**src/rtl/mac_accumulator_if.sv**
```systemverilog
// Handshake bundle between the multiplier-side producer, the MAC accumulator and
// the result consumer. The master drives run control, products and result accept.
// The slave (the accumulator) drives ready, result and status.
interface mac_accumulator_if #(
  parameter int PROD_W = 32,
  parameter int CNT_W  = 8
);
  logic                     start;
  logic [CNT_W-1:0]         len;
  logic                     prod_valid;
  logic                     prod_ready;
  logic signed [PROD_W-1:0] prod;
  logic                     out_valid;
  logic                     out_ready;
  logic [PROD_W-1:0]        acc_out;
  logic                     sat;
  logic                     busy;

  modport master (
    output start, len, prod_valid, prod, out_ready,
    input  prod_ready, out_valid, acc_out, sat, busy
  );

  modport slave (
    input  start, len, prod_valid, prod, out_ready,
    output prod_ready, out_valid, acc_out, sat, busy
  );
endinterface

```
**src/rtl/mac_accumulator.sv**
```systemverilog
// Run-length dot-product accumulator. The block sums LEN signed products in a
// guarded accumulator. It emits one result per run, saturated to PROD_W bits, and
// holds that result until the consumer takes it. Handshake outputs are decoded
// from the state register only, so they have no combinational path from inputs.
module mac_accumulator #(
  parameter int PROD_W = 32,
  parameter int ACC_W  = 40,
  parameter int CNT_W  = 8
) (
  input  logic               clk,
  input  logic               rst,
  mac_accumulator_if.slave   bus
);

  typedef enum logic [1:0] {
    ST_IDLE  = 2'd0,
    ST_ACCUM = 2'd1,
    ST_DONE  = 2'd2
  } state_e;

  // Clamp limits expressed in accumulator width, plus the matching output codes.
  localparam logic signed [ACC_W-1:0] SUM_MAX =
    {{(ACC_W-PROD_W+1){1'b0}}, {(PROD_W-1){1'b1}}};
  localparam logic signed [ACC_W-1:0] SUM_MIN =
    {{(ACC_W-PROD_W+1){1'b1}}, {(PROD_W-1){1'b0}}};
  localparam logic [PROD_W-1:0] OUT_MAX = {1'b0, {(PROD_W-1){1'b1}}};
  localparam logic [PROD_W-1:0] OUT_MIN = {1'b1, {(PROD_W-1){1'b0}}};

  // Returns {sat, value}: the final sum clamped to the signed PROD_W range.
  function automatic logic [PROD_W:0] saturate(input logic signed [ACC_W-1:0] sum);
    logic [PROD_W:0] res;
    if (sum > SUM_MAX) begin
      res = {1'b1, OUT_MAX};
    end else if (sum < SUM_MIN) begin
      res = {1'b1, OUT_MIN};
    end else begin
      res = {1'b0, sum[PROD_W-1:0]};
    end
    return res;
  endfunction

  state_e                    state_q,   state_d;
  logic signed [ACC_W-1:0]   acc_q,     acc_d;
  logic [CNT_W-1:0]          cnt_q,     cnt_d;
  logic [CNT_W-1:0]          len_q,     len_d;
  logic [PROD_W-1:0]         acc_out_q, acc_out_d;
  logic                      sat_q,     sat_d;

  logic signed [ACC_W-1:0]   prod_ext_s;
  logic signed [ACC_W-1:0]   acc_sum_s;
  logic [CNT_W-1:0]          cnt_inc_s;
  logic                      last_s;
  logic                      prod_ready_s;
  logic                      out_valid_s;
  logic                      busy_s;

  assign prod_ext_s = {{(ACC_W-PROD_W){bus.prod[PROD_W-1]}}, bus.prod};
  assign acc_sum_s  = acc_q + prod_ext_s;
  assign cnt_inc_s  = cnt_q + {{(CNT_W-1){1'b0}}, 1'b1};
  assign last_s     = (cnt_inc_s == len_q);

  // State and datapath registers; reset dominates every other input.
  always_ff @(posedge clk) begin
    if (rst) begin
      state_q   <= ST_IDLE;
      acc_q     <= {ACC_W{1'b0}};
      cnt_q     <= {CNT_W{1'b0}};
      len_q     <= {CNT_W{1'b0}};
      acc_out_q <= {PROD_W{1'b0}};
      sat_q     <= 1'b0;
    end else begin
      state_q   <= state_d;
      acc_q     <= acc_d;
      cnt_q     <= cnt_d;
      len_q     <= len_d;
      acc_out_q <= acc_out_d;
      sat_q     <= sat_d;
    end
  end

  // Next-state logic: start only counts in IDLE, and out_ready drains DONE.
  always_comb begin
    state_d = state_q;
    case (state_q)
      ST_IDLE: begin
        if (bus.start) begin
          state_d = (bus.len == {CNT_W{1'b0}}) ? ST_DONE : ST_ACCUM;
        end else begin
          state_d = ST_IDLE;
        end
      end
      ST_ACCUM: begin
        if (bus.prod_valid && last_s) begin
          state_d = ST_DONE;
        end else begin
          state_d = ST_ACCUM;
        end
      end
      ST_DONE: begin
        if (bus.out_ready) begin
          state_d = ST_IDLE;
        end else begin
          state_d = ST_DONE;
        end
      end
      default: state_d = ST_IDLE;
    endcase
  end

  // Datapath updates: clear on start, accumulate on accept, load result on last accept.
  always_comb begin
    acc_d     = acc_q;
    cnt_d     = cnt_q;
    len_d     = len_q;
    acc_out_d = acc_out_q;
    sat_d     = sat_q;
    case (state_q)
      ST_IDLE: begin
        if (bus.start) begin
          len_d = bus.len;
          acc_d = {ACC_W{1'b0}};
          cnt_d = {CNT_W{1'b0}};
          if (bus.len == {CNT_W{1'b0}}) begin
            acc_out_d = {PROD_W{1'b0}};
            sat_d     = 1'b0;
          end else begin
            acc_out_d = acc_out_q;
            sat_d     = sat_q;
          end
        end else begin
          len_d = len_q;
        end
      end
      ST_ACCUM: begin
        if (bus.prod_valid) begin
          acc_d = acc_sum_s;
          cnt_d = cnt_inc_s;
          if (last_s) begin
            {sat_d, acc_out_d} = saturate(acc_sum_s);
          end else begin
            acc_out_d = acc_out_q;
          end
        end else begin
          acc_d = acc_q;
        end
      end
      ST_DONE: begin
        acc_d = acc_q;
      end
      default: begin
        acc_d = acc_q;
      end
    endcase
  end

  // Output decode from the state register only.
  always_comb begin
    prod_ready_s = 1'b0;
    out_valid_s  = 1'b0;
    busy_s       = 1'b1;
    case (state_q)
      ST_IDLE:  busy_s       = 1'b0;
      ST_ACCUM: prod_ready_s = 1'b1;
      ST_DONE:  out_valid_s  = 1'b1;
      default:  busy_s       = 1'b1;
    endcase
  end

  assign bus.prod_ready = prod_ready_s;
  assign bus.out_valid  = out_valid_s;
  assign bus.busy       = busy_s;
  assign bus.acc_out    = acc_out_q;
  assign bus.sat        = sat_q;

endmodule

```
**src/flat_wrapper.sv**
```systemverilog
// flat-port wrapper written by rule: the top's interface ports become plain ports
module mac_accumulator_flat 
#(
  parameter int PROD_W = 32,
  parameter int ACC_W  = 40,
  parameter int CNT_W  = 8
)
  (clk, rst, bus_start, bus_len, bus_prod_valid, bus_prod, bus_out_ready, bus_prod_ready, bus_out_valid, bus_acc_out, bus_sat, bus_busy);
  mac_accumulator_if #(.PROD_W(PROD_W), .CNT_W(CNT_W)) bus_i ();
  input  logic clk;
  input  logic rst;
  input wire logic [$bits(bus_i.start)-1:0] bus_start;
  input wire logic [$bits(bus_i.len)-1:0] bus_len;
  input wire logic [$bits(bus_i.prod_valid)-1:0] bus_prod_valid;
  input wire logic [$bits(bus_i.prod)-1:0] bus_prod;
  input wire logic [$bits(bus_i.out_ready)-1:0] bus_out_ready;
  output wire logic [$bits(bus_i.prod_ready)-1:0] bus_prod_ready;
  output wire logic [$bits(bus_i.out_valid)-1:0] bus_out_valid;
  output wire logic [$bits(bus_i.acc_out)-1:0] bus_acc_out;
  output wire logic [$bits(bus_i.sat)-1:0] bus_sat;
  output wire logic [$bits(bus_i.busy)-1:0] bus_busy;
  assign bus_i.start = bus_start;
  assign bus_i.len = bus_len;
  assign bus_i.prod_valid = bus_prod_valid;
  assign bus_i.prod = bus_prod;
  assign bus_i.out_ready = bus_out_ready;
  assign bus_prod_ready = bus_i.prod_ready;
  assign bus_out_valid = bus_i.out_valid;
  assign bus_acc_out = bus_i.acc_out;
  assign bus_sat = bus_i.sat;
  assign bus_busy = bus_i.busy;
  mac_accumulator #(.PROD_W(PROD_W), .ACC_W(ACC_W), .CNT_W(CNT_W)) u_core (.clk(clk), .rst(rst), .bus(bus_i));
endmodule
```
**config.mk**
```make
export PLATFORM = sky130hd
export DESIGN_NAME = mac_accumulator_flat
export DESIGN_NICKNAME = d
export VERILOG_FILES = /design/src/rtl/mac_accumulator_if.sv /design/src/rtl/mac_accumulator.sv /design/src/flat_wrapper.sv
export SDC_FILE = /design/constraint.sdc
export NUM_CORES = 1
export LEC_CHECK = 0
export CAP_MARGIN = 20
export CORE_MARGIN = 5
export CORE_UTILIZATION = 30
export CTS_CLUSTER_DIAMETER = 80
export DETAILED_ROUTE_END_ITERATION = 16
export PLACE_DENSITY = 0.49
export RECOVER_POWER = 25
export SYNTH_ARGS = -nofsm -noshare
export SYNTH_HDL_FRONTEND = slang
export SYNTH_SLANG_ARGS = --single-unit
```
**constraint.sdc**
```tcl
create_clock -name clk -period 9.19 [get_ports clk]
set_clock_uncertainty 0.1 [all_clocks]
set_input_delay 1.838 -clock clk [delete_from_list [all_inputs] [get_ports clk]]
set_output_delay 1.838 -clock clk [all_outputs]
set_load 0.02 [all_outputs]
```
==> key figures <==
Timing
  – Max-slew violation count: 0
  – Setup ws final: 3.40 ns
  – Final hold violations: 0
  – Sum Neg Setup Slack: 0 ns
  – Fmax: 173 MHz
  – RSZ-0062 raised after global routing: false
  – Setup violators final: 0
  – Worst-margin pin slew: 1.11 ns
  – Minimum clock period: 5.79 ns
  – Fin crit share: 63.0%
  – Slew headroom: between 20% and 30%

Synth
  – EDFF count, synth: 0
  – Yosys cell types: around 70
  – Ys flop type: dfxtp_1
  – Synth top cells by count: nand2_1 (105), dfxtp_1 (91), nor2_1 (79)
  – Post-Synthesis Cell Area: 0.00630 mm²
  – Post-synthesis area per instance: 7.76 µm²
  – YS warnings: 0
  – Area contributors post-synth: dfxtp_1 (29%), ha_1 (7.9%), nand2_1 (6.3%), a21oi_1 (5.6%), nor2_1 (4.7%)
  – Area leader, netlist: dfxtp_1
  – Async SR Flop Fraction: 0%
  – Top-area cell type share of the netlist area: about 29%
  – Synthesized flop and latch total: 91
  – Cells after Synth: 812
  – Count leader, synth: nand2_1
  – Syn nets: 898
  – Seq/Total Area, Yosys: 28.9%

Clock tree
  – TritonCTS buffer count: 9
  – Count of clock tree sinks: between 90 and 100
  – Hold_buf cts: 0
  – Clock Latency Late Sink: 0.35 ns
  – Htree depth: 3
  – CTS tree: built
  – Postcts setup bufs: 0
  – Post-CTS sizing: 0
  – Root buffer cell: clkbuf_16
  – CTS max path bufs: 2
  – Clk slew on worst S/H paths: approximately 0.070 ns

Critical path
  – CP max stage delay: around 0.8 ns
  – Critical path's slowest cell: or3_1
  – Setup CP Type: in2reg
  – Data required time at the worst endpoint: about 9.3 ns
  – Crit Path Max Fanout: 27
  – Crit path max-delay family: compound AO/OA/AOI/OAI gates
  – Buf+Inv Stages, Crit Path: 1
  – Crit path DAT: about 6 ns
  – Worst setup EP type: flip-flop
  – Startpoint types: input port
  – CP cell instances: clkdlybuf4s50_1, ha_1, fa_1, a21o_1, a22oi_1, a21oi_2, o21ai_2, a211oi_4, o2111a_1, a211o_1, or3_1, or3b_1, a22o_1

Pwr
  – Cell Pwr Density: around 140 mW/mm²
  – Psw: 342 µW
  – Clk pwr share: 39.7%
  – Max IR drop VDD: 0.0000597 V
  – Switching portion of total power: a little under a third
  – P_int: 770 µW
  – Reg power frac: 37.3%
  – Logic pwr share: 22.9%
  – Static leakage: 0.00286 µW

Layout
  – Final layout net count: 949
  – Fraction of layout cells with a size suffix above 1: about 5.5%
  – N_diodes: 0
  – Post-Layout Cell Count: 1143
  – Area grow syn2layout: 21.8%

Place
  – Hpwl dp: 14700 µm
  – GPL Wtd Cong: 0.838
  – Dpl ws: 3.01 ns
  – Placed cells: between 1000 and 1500
  – Port buffer count: 80

Drt
  – Avg WL per Cell: 17.7 µm
  – Drt total wl: 20200 µm
  – Pre-Repair DR Iteration Count: 5
  – Drt initial violations: roughly 320
  – Avg Vias per Cell: 5.40
  – Via count: between 6000 and 7000
  – Post-route ant nets: 0
  – Residual DRC: 0

Flow run
  – Max-cap violations: 0

Die
  – DIE AREA: roughly 0.024 mm²
  – Chip height: 155 µm
  – Number of I/O pins: 81
  – CORE AREA: 0.0208 mm²
  – Die Width: 155 µm
  – Initial Util: 30.3%
  – FP Rows: 53

Global route
  – First-pass GRT wire length: roughly 33000 µm
  – Largest net degree at the start of global routing: between 60 and 70
  – Total global routing track utilization: 16.7%
  – GRT overflow: 0
  – Number of global-route vias before repair: 6049
  – Initial antenna violation count: 0

Status
  – Status: complete, no violations

Worst hold path
  – Hold Path Class: reg2reg
-- final timing paths --
| kind | cells after the start | slack [ns] | endpoint | startpoint |
|---|---|---|---|---|
| setup reg to reg | 12 | 5.01 | u_core.bus.acc_out[20]$_SDFFE_PP0P_ | u_core.acc_q[0]$_SDFFE_PP0P_ |
| hold / removal | 2 | 0.34 | u_core.bus.acc_out[5]$_SDFFE_PP0P_ | u_core.bus.acc_out[5]$_SDFFE_PP0P_ |
| setup / recovery | 13 | 3.40 | u_core.bus.acc_out[20]$_SDFFE_PP0P_ | bus_prod[0] |
| hold reg to reg | 2 | 0.34 | u_core.bus.acc_out[5]$_SDFFE_PP0P_ | u_core.bus.acc_out[5]$_SDFFE_PP0P_ |
-- state kept, by name (all words and copies together), names as in the netlist --
name and count:
u_core.cnt_q 8, u_core.bus.acc_out 32, u_core.acc_q 40, u_core.state_q 2, u_core.len_q 8, u_core.bus.sat 1
-- routing by layer --
layer / up-vias / part of all wire, % / track usage (%)
met5: - / 0 / 0
met4: 0 / 1.2 / 4.08
met3: 14 / 3.5 / 2.36
met2: 108 / 49 / 28.6
met1: 2943 / 47 / 22.3
li1: 3111 / - / -
-- placed cells by master, fill, tap and decap left out, drive strengths merged, types with 10 or more instances in the layout --
cell	synthesis	routed
a211oi	10	10
a21o	10	10
nand3	10	10
nand4	13	13
a22oi	34	34
dfxtp	91	91
clkbuf	35	10
nor3	46	46
xnor2	23	23
a41oi	27	27
clkdlybuf4s50	0	56
a21oi	72	72
inv	10	11
nor2	79	79
ha	40	40
xor2	21	21
nand2	106	106
o21ai	61	61
dlygate4sd3	0	23
buf	14	10
-- cell families (layout without fill, tap and decap cells) --
| logic type | count (synthesis) | after routing | synth area share, % |
|---|---|---|---|
| simple gates | 299 | 299 | 22.2 |
| compound gates | 275 | 275 | 29.5 |
| flops | 91 | 91 | 28.9 |
| buf+inv | 59 | 115 | 4.15 |
| xor+xnor | 46 | 46 | 6.83 |
| fa+ha+maj | 41 | 41 | 8.26 |
| mux | 1 | 1 | 0.179 |
-- layout make-up --
class / count / area [µm²]
Sequential cell: 91 / 1820
Inverter: 10 / 37.5
Fill cell: 2215 / 13100
Clock inverter: 6 / 111
Tap cell: 275 / 344
Multi-Input combinational cell: 662 / 4250
Clock buffer: 10 / 239
Timing Repair Buffer: 89 / 871
-- worst reg2reg max path: cells and delay by family (launching register included) --
| kind | cells | cell delay, ns |
|---|---|---|
| adder cells (fa/ha/maj) | 2 | 0.63 |
| flip-flops | 1 | 0.31 |
| AO/OA/AOI/OAI | 8 | 1.66 |
| AND/OR/NAND/NOR | 2 | 1.35 |
-- through the flow --
stage / hold slack [ns] / util (%) / area [µm²] / power, µW
after floorplan: 0.336 / - / 6300 / 594
after detailed placement: 0.342 / 35.1 / 7310 / 680
after global routing: 0.371 / 36.9 / 7670 / 1170
after CTS: 0.352 / 36.8 / 7660 / 1130
after global placement: 0.339 / 35.1 / 7310 / 682
final: 0.343 / 36.9 / 7670 / 1110
-- power groups by stage --
stage,Sequential (µW),Combinational (µW),Clock (µW)
after floorplan,424,170,0
after global placement,424,257,0
after detailed placement,424,256,0
after CTS,415,257,455
after global routing,417,283,466
final,415,255,442
Note: power is estimated with default switching activity, not from simulation.
